**config.mk**
```make
export PLATFORM = sky130hd
export DESIGN_NAME = status_stack_reg_flat
export DESIGN_NICKNAME = d
export VERILOG_FILES = /design/src/rtl/status_stack_if.sv /design/src/rtl/status_stack_reg.sv /design/src/flat_wrapper.sv
export SDC_FILE = /design/constraint.sdc
export NUM_CORES = 1
export LEC_CHECK = 0
export CORE_UTILIZATION = 25
export DETAILED_ROUTE_END_ITERATION = 10
export REMOVE_ABC_BUFFERS = 1
export SLEW_MARGIN = 40
export SYNTH_ARGS = -nofsm -noshare
export SYNTH_HDL_FRONTEND = slang
export SYNTH_SLANG_ARGS = --single-unit
```
**constraint.sdc**
```tcl
create_clock -name clk -period 2.2 [get_ports clk]
set_input_delay 0.33 -clock clk [delete_from_list [all_inputs] [get_ports clk]]
set_output_delay 0.33 -clock clk [all_outputs]
set_load 0.05 [all_outputs]
```
**src/rtl/status_stack_if.sv**
```systemverilog
// Bus bundle for the CP0 status stack: push/pop/direct-write commands
// in, stacked status word, popped field, depth and sticky flags out.
interface status_stack_if #(
    parameter int WIDTH   = 32,
    parameter int FIELD_W = 4
);
    localparam int DEPTH = WIDTH / FIELD_W;
    localparam int LVL_W = $clog2(DEPTH + 1);

    logic               push;
    logic               pop;
    logic [FIELD_W-1:0] new_field;
    logic               wr_en;
    logic [WIDTH-1:0]   wr_data;
    logic               clr_flags;
    logic [WIDTH-1:0]   status_q;
    logic [FIELD_W-1:0] popped_field;
    logic [LVL_W-1:0]   level;
    logic               ovf;
    logic               udf;

    modport master (
        output push, pop, new_field, wr_en, wr_data, clr_flags,
        input  status_q, popped_field, level, ovf, udf
    );

    modport slave (
        input  push, pop, new_field, wr_en, wr_data, clr_flags,
        output status_q, popped_field, level, ovf, udf
    );
endinterface

```
**src/rtl/status_stack_reg.sv**
```systemverilog
// Registered status word held as a stack of FIELD_W-bit fields.
// Ports: clk, rst_n (sync, active low), bus (status_stack_if.slave):
//   push/pop/new_field, wr_en/wr_data, clr_flags in;
//   status_q, popped_field, level, ovf, udf out (all registered).
// Optional macro STATUS_STACK_ROTATE_EN: pop-only rotates the popped
// field back into the top slot instead of zero-filling it.
module status_stack_reg #(
    parameter int               WIDTH     = 32,
    parameter int               FIELD_W   = 4,
    parameter logic [WIDTH-1:0] RESET_VAL = WIDTH'(32'h0000_0000)
) (
    input  logic          clk,
    input  logic          rst_n,
    status_stack_if.slave bus
);
    localparam int DEPTH = WIDTH / FIELD_W;
    localparam int LVL_W = $clog2(DEPTH + 1);
    localparam logic [LVL_W-1:0] LVL_MAX = LVL_W'(DEPTH);

    logic [WIDTH-1:0]   status_q, status_d;
    logic [FIELD_W-1:0] popped_q, popped_d;
    logic [LVL_W-1:0]   level_q, level_d;
    logic               ovf_q, ovf_d;
    logic               udf_q, udf_d;
    logic               ovf_set, udf_set;

    always_comb begin
        status_d = status_q;
        popped_d = popped_q;
        level_d  = level_q;
        ovf_set  = 1'b0;
        udf_set  = 1'b0;
        if (bus.wr_en) begin
            status_d = bus.wr_data;
            level_d  = '0;
        end else if (bus.push && bus.pop) begin
            // Return then immediate re-entry: only the bottom slot changes.
            status_d = {status_q[WIDTH-1:FIELD_W], bus.new_field};
            popped_d = status_q[FIELD_W-1:0];
        end else if (bus.push) begin
            status_d = {status_q[WIDTH-FIELD_W-1:0], bus.new_field};
            if (level_q < LVL_MAX) level_d = level_q + 1'b1;
            else                   ovf_set = 1'b1;
        end else if (bus.pop) begin
`ifdef STATUS_STACK_ROTATE_EN
            status_d = {status_q[FIELD_W-1:0], status_q[WIDTH-1:FIELD_W]};
`else
            status_d = {{FIELD_W{1'b0}}, status_q[WIDTH-1:FIELD_W]};
`endif
            popped_d = status_q[FIELD_W-1:0];
            if (level_q != '0) level_d = level_q - 1'b1;
            else               udf_set = 1'b1;
        end
        // A flag being set this cycle beats a clear request.
        ovf_d = (ovf_q & ~bus.clr_flags) | ovf_set;
        udf_d = (udf_q & ~bus.clr_flags) | udf_set;
    end

    always_ff @(posedge clk) begin
        if (!rst_n) begin
            status_q <= RESET_VAL;
            popped_q <= '0;
            level_q  <= '0;
            ovf_q    <= 1'b0;
            udf_q    <= 1'b0;
        end else begin
            status_q <= status_d;
            popped_q <= popped_d;
            level_q  <= level_d;
            ovf_q    <= ovf_d;
            udf_q    <= udf_d;
        end
    end

    assign bus.status_q     = status_q;
    assign bus.popped_field = popped_q;
    assign bus.level        = level_q;
    assign bus.ovf          = ovf_q;
    assign bus.udf          = udf_q;
endmodule

```
**src/flat_wrapper.sv**
```systemverilog
// flat-port wrapper written by rule: the top's interface ports become plain ports
module status_stack_reg_flat 
#(
    parameter int               WIDTH     = 32,
    parameter int               FIELD_W   = 4,
    parameter logic [WIDTH-1:0] RESET_VAL = WIDTH'(32'h0000_0000)
)
  (clk, rst_n, bus_push, bus_pop, bus_new_field, bus_wr_en, bus_wr_data, bus_clr_flags, bus_status_q, bus_popped_field, bus_level, bus_ovf, bus_udf);
  status_stack_if #(.WIDTH(WIDTH), .FIELD_W(FIELD_W)) bus_i ();
  input  logic clk;
  input  logic rst_n;
  input wire logic [$bits(bus_i.push)-1:0] bus_push;
  input wire logic [$bits(bus_i.pop)-1:0] bus_pop;
  input wire logic [$bits(bus_i.new_field)-1:0] bus_new_field;
  input wire logic [$bits(bus_i.wr_en)-1:0] bus_wr_en;
  input wire logic [$bits(bus_i.wr_data)-1:0] bus_wr_data;
  input wire logic [$bits(bus_i.clr_flags)-1:0] bus_clr_flags;
  output wire logic [$bits(bus_i.status_q)-1:0] bus_status_q;
  output wire logic [$bits(bus_i.popped_field)-1:0] bus_popped_field;
  output wire logic [$bits(bus_i.level)-1:0] bus_level;
  output wire logic [$bits(bus_i.ovf)-1:0] bus_ovf;
  output wire logic [$bits(bus_i.udf)-1:0] bus_udf;
  assign bus_i.push = bus_push;
  assign bus_i.pop = bus_pop;
  assign bus_i.new_field = bus_new_field;
  assign bus_i.wr_en = bus_wr_en;
  assign bus_i.wr_data = bus_wr_data;
  assign bus_i.clr_flags = bus_clr_flags;
  assign bus_status_q = bus_i.status_q;
  assign bus_popped_field = bus_i.popped_field;
  assign bus_level = bus_i.level;
  assign bus_ovf = bus_i.ovf;
  assign bus_udf = bus_i.udf;
  status_stack_reg #(.WIDTH(WIDTH), .FIELD_W(FIELD_W), .RESET_VAL(RESET_VAL)) u_core (.clk(clk), .rst_n(rst_n), .bus(bus_i));
endmodule
```
==> metrics.md, run 1 <==
| Metric | Value |
|---|---|
| Status | finished clean |
| Detail Route Antenna Nets | 0 |
| Post-DP HPWL | 4770 um |
| Pwr dens | 664 mW/mm^2 |
| Final min period | 1920 ps |
| Global-route wire length before repair | 10300 um |
| GRT Overall Usage | 0.147 |
| Worst Hold Launch | u_core.bus.ovf |
| Max Freq | 520 MHz |
| Worst hold stages | 2 |
| Crit path DAT | 2100 ps |
| IO Count | 84 |
| Post-cts sizing count | 0 |
| Die span in x | 94.8 um |
| Ys Warns | 0 |
| Nets | 362 |
| Yosys top cell area share | 0.390 |
| Syn Area/Cell | 9.29 um^2 |
| Max-slew violations | 0 |
| Reg2reg start | u_core.bus.level[3] |
| Layout cells sized above 1 | 0.0854 |
| Wirelength per Cell | 15.9 um |
| RSZ-0062 raised after global routing | no |
| Layout area overhead | 52.0% |
| Ranking of synthesized cells by area | dfxtp_1, a2bb2oi_1, o221ai_1 |
| Slew HR | 0.490 |
| EDFF count, synth | 0 |
| Measured slew at the worst slew-check pin | 764 ps |
| Most frequent cells in the layout | clkdlybuf4s50_1, dfxtp_1, nand2_1 |
| Seq/Total Area, Yosys | 0.390 |
| Mapped Cells | 232 |
| Row count | 33 |
| Netlist Area Pre-Place | 0.00215 mm^2 |
| H-Tree Depth | 2 |
| Commonest non-fill, non-tap cell in the layout | clkdlybuf4s50_1 |
| Hold_buf cts | 0 |
| Yosys reg bits | 42 |
| Starting density of the core | 0.261 |
| CTS tree | built |
| Final Hold Slack | 493 ps |
| Initial antenna violation count | 0 |
| Final setup viols | 0 |
| CP Data Required Time | 2380 ps |
| Count of input and output buffers | 83 |
| Gr ovfl total | 0 |
| Worst Clk Skew | 7.34 ps |
| Power Total | 2.17 mW |
| FF-to-FF End | u_core.bus.level[3] |
| CTS Sinks | 42 |
| CTS clk-pin slew, worst paths | 90 ps |
| Post-CTS Setup Repair Bufs | 0 |
| CTS Buf Count | 5 |
| Pin count of the biggest net entering global routing | 22 |
| Synth cell types | 34 |
| Async SR Flop Fraction | 0 |
| Hold Vio Cnt, Final | 0 |
| DRC | 0 |
| IR drop worst, VDD | 0.000375 V |
| R2R Setup Slk | 650 ps |
| Worst-Skew Late Latency | 290 ps |
| Chip height | 94.8 um |
| CORE AREA | 0.00826 mm^2 |
| Clk buf depth | 2 |
| Predominant post-synthesis flop cell | dfxtp_1 |
| Drt pass-1 iters | 4 |
| Root buf cell | clkbuf_8 |
| Worst Path Max Fanout | 13 |
| P_leak | 1.23 nW |
| Worst hold endpoint | u_core.bus.ovf |
| CP Class | in -> reg |
| GPL Wtd Cong | 0.772 |
| Reg2Reg Depth | 3 |
| Area leader, netlist | dfxtp_1 |
| Final Cycle Share | 0.874 |
| Mean number of vias per cell | 4.99 |
| Utilization after layout | 0.397 |
| Vias in the first global route | 1967 |
| Crit end category | flop |
| Die ar. | 0.00899 mm^2 |
| Routed WL | 6680 um |
| MaxCap Viol Count | 0 |
| Worst setup SP type | input pin |
| Worst hold path type | reg -> reg |
| Antenna diode count | 0 |
| Initial detailed-routing violation count | 142 |
| Crit. Startpoint | bus_push |
| Vias | 2101 |
sequential cells by signal (all words and copies together) (netlist names):
| signal | flops |
|---|---|
| u_core.bus.popped_field | 4 |
| u_core.bus.status_q | 32 |
| u_core.bus.level | 4 |
| u_core.bus.udf | 1 |
| u_core.bus.ovf | 1 |
area by class of cell:
class | instances | area (um^2)
Fill cell | 835 | 4980
Multi-Input combinational cell | 166 | 1210
Timing Repair Buffer | 98 | 968
Sequential cell | 42 | 841
Tap cell | 105 | 131
Clock buffer | 6 | 82.6
Clock inverter | 1 | 30.0
Inverter | 3 | 11.3
kinds of logic after synthesis:
| family | count (synthesis) | share of synthesized area |
|---|---|---|
| multiplexers | 12 | 0.0558 |
| buffers and inverters | 24 | 0.0482 |
| XOR/XNOR | 4 | 0.0250 |
| AND/OR/NAND/NOR | 53 | 0.117 |
| adder cells (fa/ha/maj) | 4 | 0.0267 |
| AO/OA/AOI/OAI | 93 | 0.337 |
| flip-flops | 42 | 0.390 |
worst max path at each step:
stage,end,slack [ps]
after floorplan,u_core.bus.level[3],510
after global placement,u_core.bus.status_q[20],40
after detailed placement,u_core.bus.status_q[27],-10
after CTS,bus_level[0],270
after global routing,u_core.bus.status_q[23],170
final,u_core.bus.status_q[23],280
synthesized netlist by cell type (3+ instances only):
cell,n
xnor2_1,3
o211a_1,4
o21ai_0,5
nand2_1,33
a21boi_0,9
a22o_1,8
a22oi_1,8
a221o_1,4
nor2b_1,10
a21oi_1,18
o221ai_1,16
mux2i_1,12
a2bb2oi_1,16
buf_2,8
nor2_1,4
ha_1,3
dfxtp_1,42
clkbuf_1,11
routing by layer:
metal,part of all wire,vias up,GRT usage,routed length [um]
met2,0.42,68,0.213,2830
li1,-,1040,-,-
met4,0.0028,0,0.0189,19
met3,0.075,2,0.0475,501
met1,0.50,991,0.217,3320
met5,0,-,0,0
where the power goes:
group	leakage (nW)	internal, mW	switching (mW)
Clock	0.0573	0.364	0.271
Combinational	0.828	0.284	0.375
Sequential	0.347	0.815	0.0657
Total	1.23	1.46	0.711
per-stage QoR:
stage	std cells	worst slack [ps]	setup TNS (ps)	cell area, um^2
2_1_floorplan	211	513	0	2060
3_3_place_gp	414	44.3	0	3160
3_5_place_dp	414	-12.6	-13.7	3160
4_1_cts	421	270	0	3270
5_1_grt	421	165	0	3270
6_report	421	277	0	3270
worst max-delay path, cell delays in order:
cell and delay [ps]:
clkdlybuf4s50_1 480, buf_12 180, nor2b_1 600, nor3_4 160
a22oi_1 240, a21boi_0 110
Note: power is estimated with default switching activity, not from simulation.
==> run 2, diff against run 1 <==
- CAP_MARGIN: unset -> 20
==> results of run 2 <==
Final layout, timing and power as in run 1 (identical DEF).
